## src/rtl/stencil_out_collector.sv

```systemverilog
// Collects the raw stencil stream, drops warm-up/border samples and queues valid pixels.
// Latency: a kept sample shows on out_valid one cycle after it is consumed. Backpressure: out_ready stalls only the FIFO; upstream never stalls, so a push into a full FIFO is dropped and overflow is flagged.
module stencil_out_collector #(
  parameter int WIDTH   = 16,
  parameter int IMG_W   = 64,
  parameter int IMG_H   = 64,
  parameter int SKIP    = 4,
  parameter int LATENCY = 2,
  parameter int DEPTH   = 8
) (
  input  logic             clk,
  input  logic             reset,
  input  logic             start,
  input  logic [WIDTH-1:0] in_data,
  output logic [WIDTH-1:0] out_data,
  output logic             out_valid,
  input  logic             out_ready,
  output logic             out_last,
  output logic             frame_done,
  output logic             overflow,
  output logic             busy
);

  localparam int CW     = $clog2(IMG_W);
  localparam int RW     = $clog2(IMG_H);
  localparam int AW     = $clog2(DEPTH);
  localparam int LW     = (LATENCY > 1) ? $clog2(LATENCY) : 1;
  localparam int LAT_M1 = (LATENCY > 0) ? LATENCY - 1 : 0;

  typedef enum logic [1:0] {IDLE, WAIT, COLLECT, DRAIN} state_t;

  state_t          state;
  logic [CW-1:0]   col;
  logic [RW-1:0]   row;
  logic [LW-1:0]   wait_cnt;
  logic [WIDTH:0]  mem [DEPTH];
  logic [AW-1:0]   wr_ptr;
  logic [AW-1:0]   rd_ptr;
  logic [AW:0]     count;
  logic [AW:0]     cnt_nxt;
  logic            col_end;
  logic            row_end;
  logic            last_sample;
  logic            in_window;
  logic            empty;
  logic            full;
  logic            want_push;
  logic            push;
  logic            pop;
  logic            drop;

  always_comb begin
    col_end     = (col == CW'(IMG_W - 1));
    row_end     = (row == RW'(IMG_H - 1));
    last_sample = (state == COLLECT) && col_end && row_end;
    in_window   = (col >= CW'(SKIP)) && (row >= RW'(SKIP));
    empty       = (count == '0);
    full        = (count == (AW+1)'(DEPTH));
    pop         = !empty && out_ready;
    want_push   = (state == COLLECT) && in_window;
    // A pop in the same cycle frees the slot, so a full FIFO still accepts.
    push        = want_push && (!full || pop);
    drop        = want_push && full && !pop;
    cnt_nxt     = count + {{AW{1'b0}}, push} - {{AW{1'b0}}, pop};
  end

  assign out_valid = !empty;
  assign out_data  = mem[rd_ptr][WIDTH-1:0];
  assign out_last  = mem[rd_ptr][WIDTH] && out_valid;
  assign busy      = (state != IDLE);

  always_ff @(posedge clk) begin
    if (push) mem[wr_ptr] <= {last_sample, in_data};
  end

  always_ff @(posedge clk) begin
    if (reset) begin
      state      <= IDLE;
      col        <= '0;
      row        <= '0;
      wait_cnt   <= '0;
      wr_ptr     <= '0;
      rd_ptr     <= '0;
      count      <= '0;
      overflow   <= 1'b0;
      frame_done <= 1'b0;
    end else begin
      count <= cnt_nxt;
      if (push) wr_ptr <= wr_ptr + 1'b1;
      if (pop)  rd_ptr <= rd_ptr + 1'b1;
      if (drop) overflow <= 1'b1;
      // High exactly during the DRAIN cycle that finds the FIFO empty.
      frame_done <= (last_sample || (state == DRAIN && !empty)) && (cnt_nxt == '0);
      case (state)
        IDLE: begin
          if (start) begin
            col      <= '0;
            row      <= '0;
            wait_cnt <= '0;
            overflow <= 1'b0;
            state    <= (LATENCY == 0) ? COLLECT : WAIT;
          end
        end
        WAIT: begin
          if (wait_cnt == LW'(LAT_M1)) state <= COLLECT;
          else wait_cnt <= wait_cnt + 1'b1;
        end
        COLLECT: begin
          if (col_end) begin
            col <= '0;
            if (row_end) state <= DRAIN;
            else row <= row + 1'b1;
          end else begin
            col <= col + 1'b1;
          end
        end
        DRAIN: begin
          if (empty) state <= IDLE;
        end
        default: state <= IDLE;
      endcase
    end
  end

endmodule
```

## config.mk

```make
export PLATFORM = sky130hd
export DESIGN_NAME = stencil_out_collector
export DESIGN_NICKNAME = d
export VERILOG_FILES = /design/src/rtl/stencil_out_collector.sv
export SDC_FILE = /design/constraint.sdc
export NUM_CORES = 1
export LEC_CHECK = 0
export ABC_AREA = 1
export CORE_MARGIN = 2
export CORE_UTILIZATION = 53
export CTS_CLUSTER_DIAMETER = 60
export CTS_CLUSTER_SIZE = 10
export DETAILED_ROUTE_END_ITERATION = 7
export PLACE_DENSITY = 0.87
export RECOVER_POWER = 100
export SYNTH_ARGS = -nofsm -noshare
export SYNTH_HDL_FRONTEND = slang
export SYNTH_SLANG_ARGS = --single-unit
```

## constraint.sdc

```tcl
create_clock -name clk -period 2.1 [get_ports clk]
set_clock_uncertainty 0.05 [all_clocks]
set_input_delay 0.525 -clock clk [delete_from_list [all_inputs] [get_ports clk]]
set_output_delay 0.525 -clock clk [all_outputs]
set_load 0.005 [all_outputs]
```

==> results.tsv <==
stage	metric	value	unit
sta	whs	0.440	ns
synth	synth-simple-area-share	14.0	%
global_route	grt_usage	26.0	%
critical_path	critPathSlowestCell	dfxtp_4	
critical_path	crit_family	buffers and inverters	
synth	synthFlopType	edfxtp_1	
sta	setup_viol	83	
sta	tightest_slew	0.628	ns
run_status	status	complete, but fails checks	
worst_hold_path	min_path_cells	1	
critical_path	r2r_end	frame_done	
die	core	0.0131	mm²
routing	drc	0	
critical_path	crit_path_start_kind	flop	
placed_design	dp_slack	-0.439	ns
global_route	grt_max_degree	37	
routing	post_drt_wl_per_cell	22.3	µm
synth	synth_edf_count	136	
sta	tns	-9.60	ns
critical_path	path_max_fanout	12	
sta	worst_slack	-0.408	ns
clock_tree	clk_path_buf_depth	2	
sta	drv_slew	0	
global_route	antenna_found_initial	1	
critical_path	worstPathArrival	1.93	ns
critical_path	required	1.52	ns
worst_hold_path	min_to	rd_ptr[0]	
synth	synth_cell_types	39	
clock_tree	clock-root-buffer	clkbuf_16	
sta	relSlewSlack	57.8	%
synth	synth-seq-area-share	66.1	%
global_route	overflow	0	
power_and_ir_drop	p_switching	3.62	mW
sta	timing.final.crit_share	119	%
die	die-area	0.0143	mm²
cells_and_area	n_antenna_cell	0	
power_and_ir_drop	p_leak	3.44	nW
critical_path	r2r_cells	14	
synth	synth_fp_nets	625	
routing	wl	20.0	mm
routing	drtIter0Drc	529	
synth	synthAdderAreaFrac	2.93	%
sta	clock.fmax	399	MHz
critical_path	ff2ff_setup_slack	-0.24	ns
die	io_pins	41	
routing	detail-route-antenna-nets	0	
critical_path	rr_startpoint	count[2]	
sta	rsz0062_at_grt	true	
clock_tree	clock_latency	0.43	ns
synth	ys_warn_count	0	
synth	synth_top_family_by_area	simple AND/OR/NAND/NOR gates	
clock_tree	cts_tree	yes	
global_route	grt_pass1_vias	5321	
power_and_ir_drop	seqPwrFrac	35.4	%
synth	synth_compound_area_share	8.16	%
worst_hold_path	min_path_type	reg -> reg	
power_and_ir_drop	sw_frac_of_total	33.5	%
power_and_ir_drop	clockPowerShare	26.2	%
clock_tree	path_clk_slew	0.07	ns
clock_tree	cts.sink_count	166	
synth	syn_avg_cell_area	12.0	µm²
clock_tree	numCtsBuffers	17	
routing	drt-pass1-iter-count	5	
job	cap_viol_max_count	0	
sta	period_minus_slack	2.51	ns
cells_and_area	syn_to_final_growth	33.6	%
critical_path	timing.critical_path.buf_inv	5	
die	rows	42	
routing	via_per_inst	5.91	
critical_path	cpPeakStageDelay	0.41	ns
synth	netlist_area	0.00708	mm²
power_and_ir_drop	p_int	7.19	mW
clock_tree	htreeDepth	4	
power_and_ir_drop	peakVddDrop	899	µV
cells_and_area	drive_gt1_share	32.6	%
die	die_h	120	µm
clock_tree	cts.hold.buffers_added	0	
placed_design	portBuffers	40	
cells_and_area	fillers	782	
placed_design	place.detailed.hpwl	9.79	mm
power_and_ir_drop	p_per_area	1140	mW/mm²
die	start_util	53.9	%
synth	synth-xor-area-share	0.495	%
placed_design	place_congestion	0.878	
die	die_x	120	µm
cells_and_area	finish.utilization	72.0	%
synth	synth_async_sr_flop_share	0	%
sta	hold_viol	0	
synth	syn_inst	589	
worst_hold_path	min-delay-start	rd_ptr[0]	
global_route	grt_pass1_wl	27.6	mm
critical_path	endpoint_kind	output port	
synth	synth_mux_area_share	4.52	%
power_and_ir_drop	combPwrFrac	38.4	%
critical_path	critical_path_class	reg -> out	
cells_and_area	fin_nets	747	
synth	ys_ff_latch	166	
routing	vias	5320	
run_status	violations	negative setup slack	
critical_path	crit_chain	buf_6, buf_6, clkinv_8, buf_12, nor2_1, o22ai_1, nand2_1, nand2_1, buf_2	
synthesized netlist by cell type (5+ instances only):
cell / instances / area (µm²)
edfxtp_1: 136 / 4080
nand2_1: 84 / 315
nor2_1: 73 / 274
o21ai_0: 48 / 240
mux2i_1: 32 / 320
o22ai_1: 32 / 200
dfxtp_1: 30 / 601
inv_1: 28 / 105
ha_1: 15 / 188
nand3_1: 15 / 75.1
a21oi_1: 13 / 65.1
buf_2: 10 / 50.1
nor2_2: 8 / 50.1
clkbuf_1: 7 / 26.3
nand2_2: 7 / 43.8
nand3_2: 6 / 60.1
inv_2: 5 / 18.8
sequential cells by signal, summed over array words and instances, names as in the netlist, named ones only:
| name | count |
|---|---|
| mem | 136 |
| col | 6 |
| row | 6 |
| count | 4 |
| rd_ptr | 3 |
| wr_ptr | 3 |
| state | 2 |
| frame_done | 1 |
| overflow | 1 |
| wait_cnt | 1 |
power by group through the flow:
stage | Clock [mW] | Sequential, mW | Combinational [mW]
after floorplan | 0 | 3.81 | 1.79
after global placement | 0 | 3.85 | 2.75
after detailed placement | 0 | 3.86 | 2.91
after CTS | 2.77 | 3.82 | 3.61
after global routing | 2.96 | 3.84 | 4.40
final | 2.83 | 3.83 | 4.15
timing repair:
action / in CTS / in global routing
gates resized for setup: 137 / 91
setup buffers: 23 / 18
pin swaps: 49 / 48
setup endpoints to repair: 21 / 88
gates cloned: 8 / 2
kinds of logic after synthesis:
logic type               count (synthesis)
flip-flops                             166
buffers and inverters                   58
adder cells (fa/ha/maj)                 16
AND/OR/NAND/NOR                        211
AO/OA/AOI/OAI                          102
multiplexers                            32
XOR/XNOR                                 4
layout by cell type, fill, tap and decap left out, types with 13 or more instances in the layout:
cell type	n
clkbuf_16	19
o21ai_0	31
inv_1	23
nand3_1	14
o21ai_1	14
nor2_1	50
nor2_2	23
a21oi_1	13
o22ai_1	20
dfxtp_1	24
buf_12	17
dlygate4sd3_1	18
nand2_1	84
buf_2	16
mux2i_1	23
edfxtp_1	136
buf_4	30
buf_6	22
layer usage:
metal / wire (µm) / track usage (%) / vias up / share of wire [%]
met4: 704 / 11.2 / 2 / 3.5
met1: 7180 / 29.4 / 2597 / 36
li1: - / - / 2338 / -
met2: 10800 / 45.9 / 317 / 54
met3: 1380 / 7.41 / 66 / 6.9
met5: 13 / 0 / - / 0.065
per-stage QoR:
stage / cells / power [mW] / cell area [µm²]
after detailed placement: 826 / 6.77 / 8100
after floorplan: 589 / 5.60 / 7090
final: 900 / 10.8 / 9460
after global placement: 826 / 6.60 / 8100
after CTS: 887 / 10.2 / 9120
after global routing: 900 / 11.2 / 9460
worst reg2reg max path: cells and delay by family (launching register included):
| family | cells | cell delay [ns] |
|---|---|---|
| flip-flops | 1 | 0.32 |
| adder cells (fa/ha/maj) | 3 | 0.77 |
| AND/OR/NAND/NOR | 9 | 0.87 |
| buffers and inverters | 2 | 0.28 |
worst max-delay path by stage:
stage,from,end,cells past startpoint
2_1_floorplan,count[2],mem[1][0],9
3_3_place_gp,out_ready,frame_done,12
3_5_place_dp,out_ready,frame_done,12
4_1_cts,flop,out_data[8],9
5_1_grt,flop,out_data[12],9
6_report,flop,out_data[12],9
final cells by class:
| class | instances | area [µm²] | area share (%) |
|---|---|---|---|
| flip-flops and latches | 166 | 4700 | 49.6 |
| multi-input cells | 365 | 2450 | 25.9 |
| repair buffers | 127 | 1430 | 15.2 |
| clock buffers | 21 | 440 | 4.65 |
| well taps | 176 | 220 | 2.33 |
| inverters | 34 | 146 | 1.55 |
| clock inverters | 11 | 76.3 | 0.807 |
Note: power is estimated with default switching activity, not from simulation.
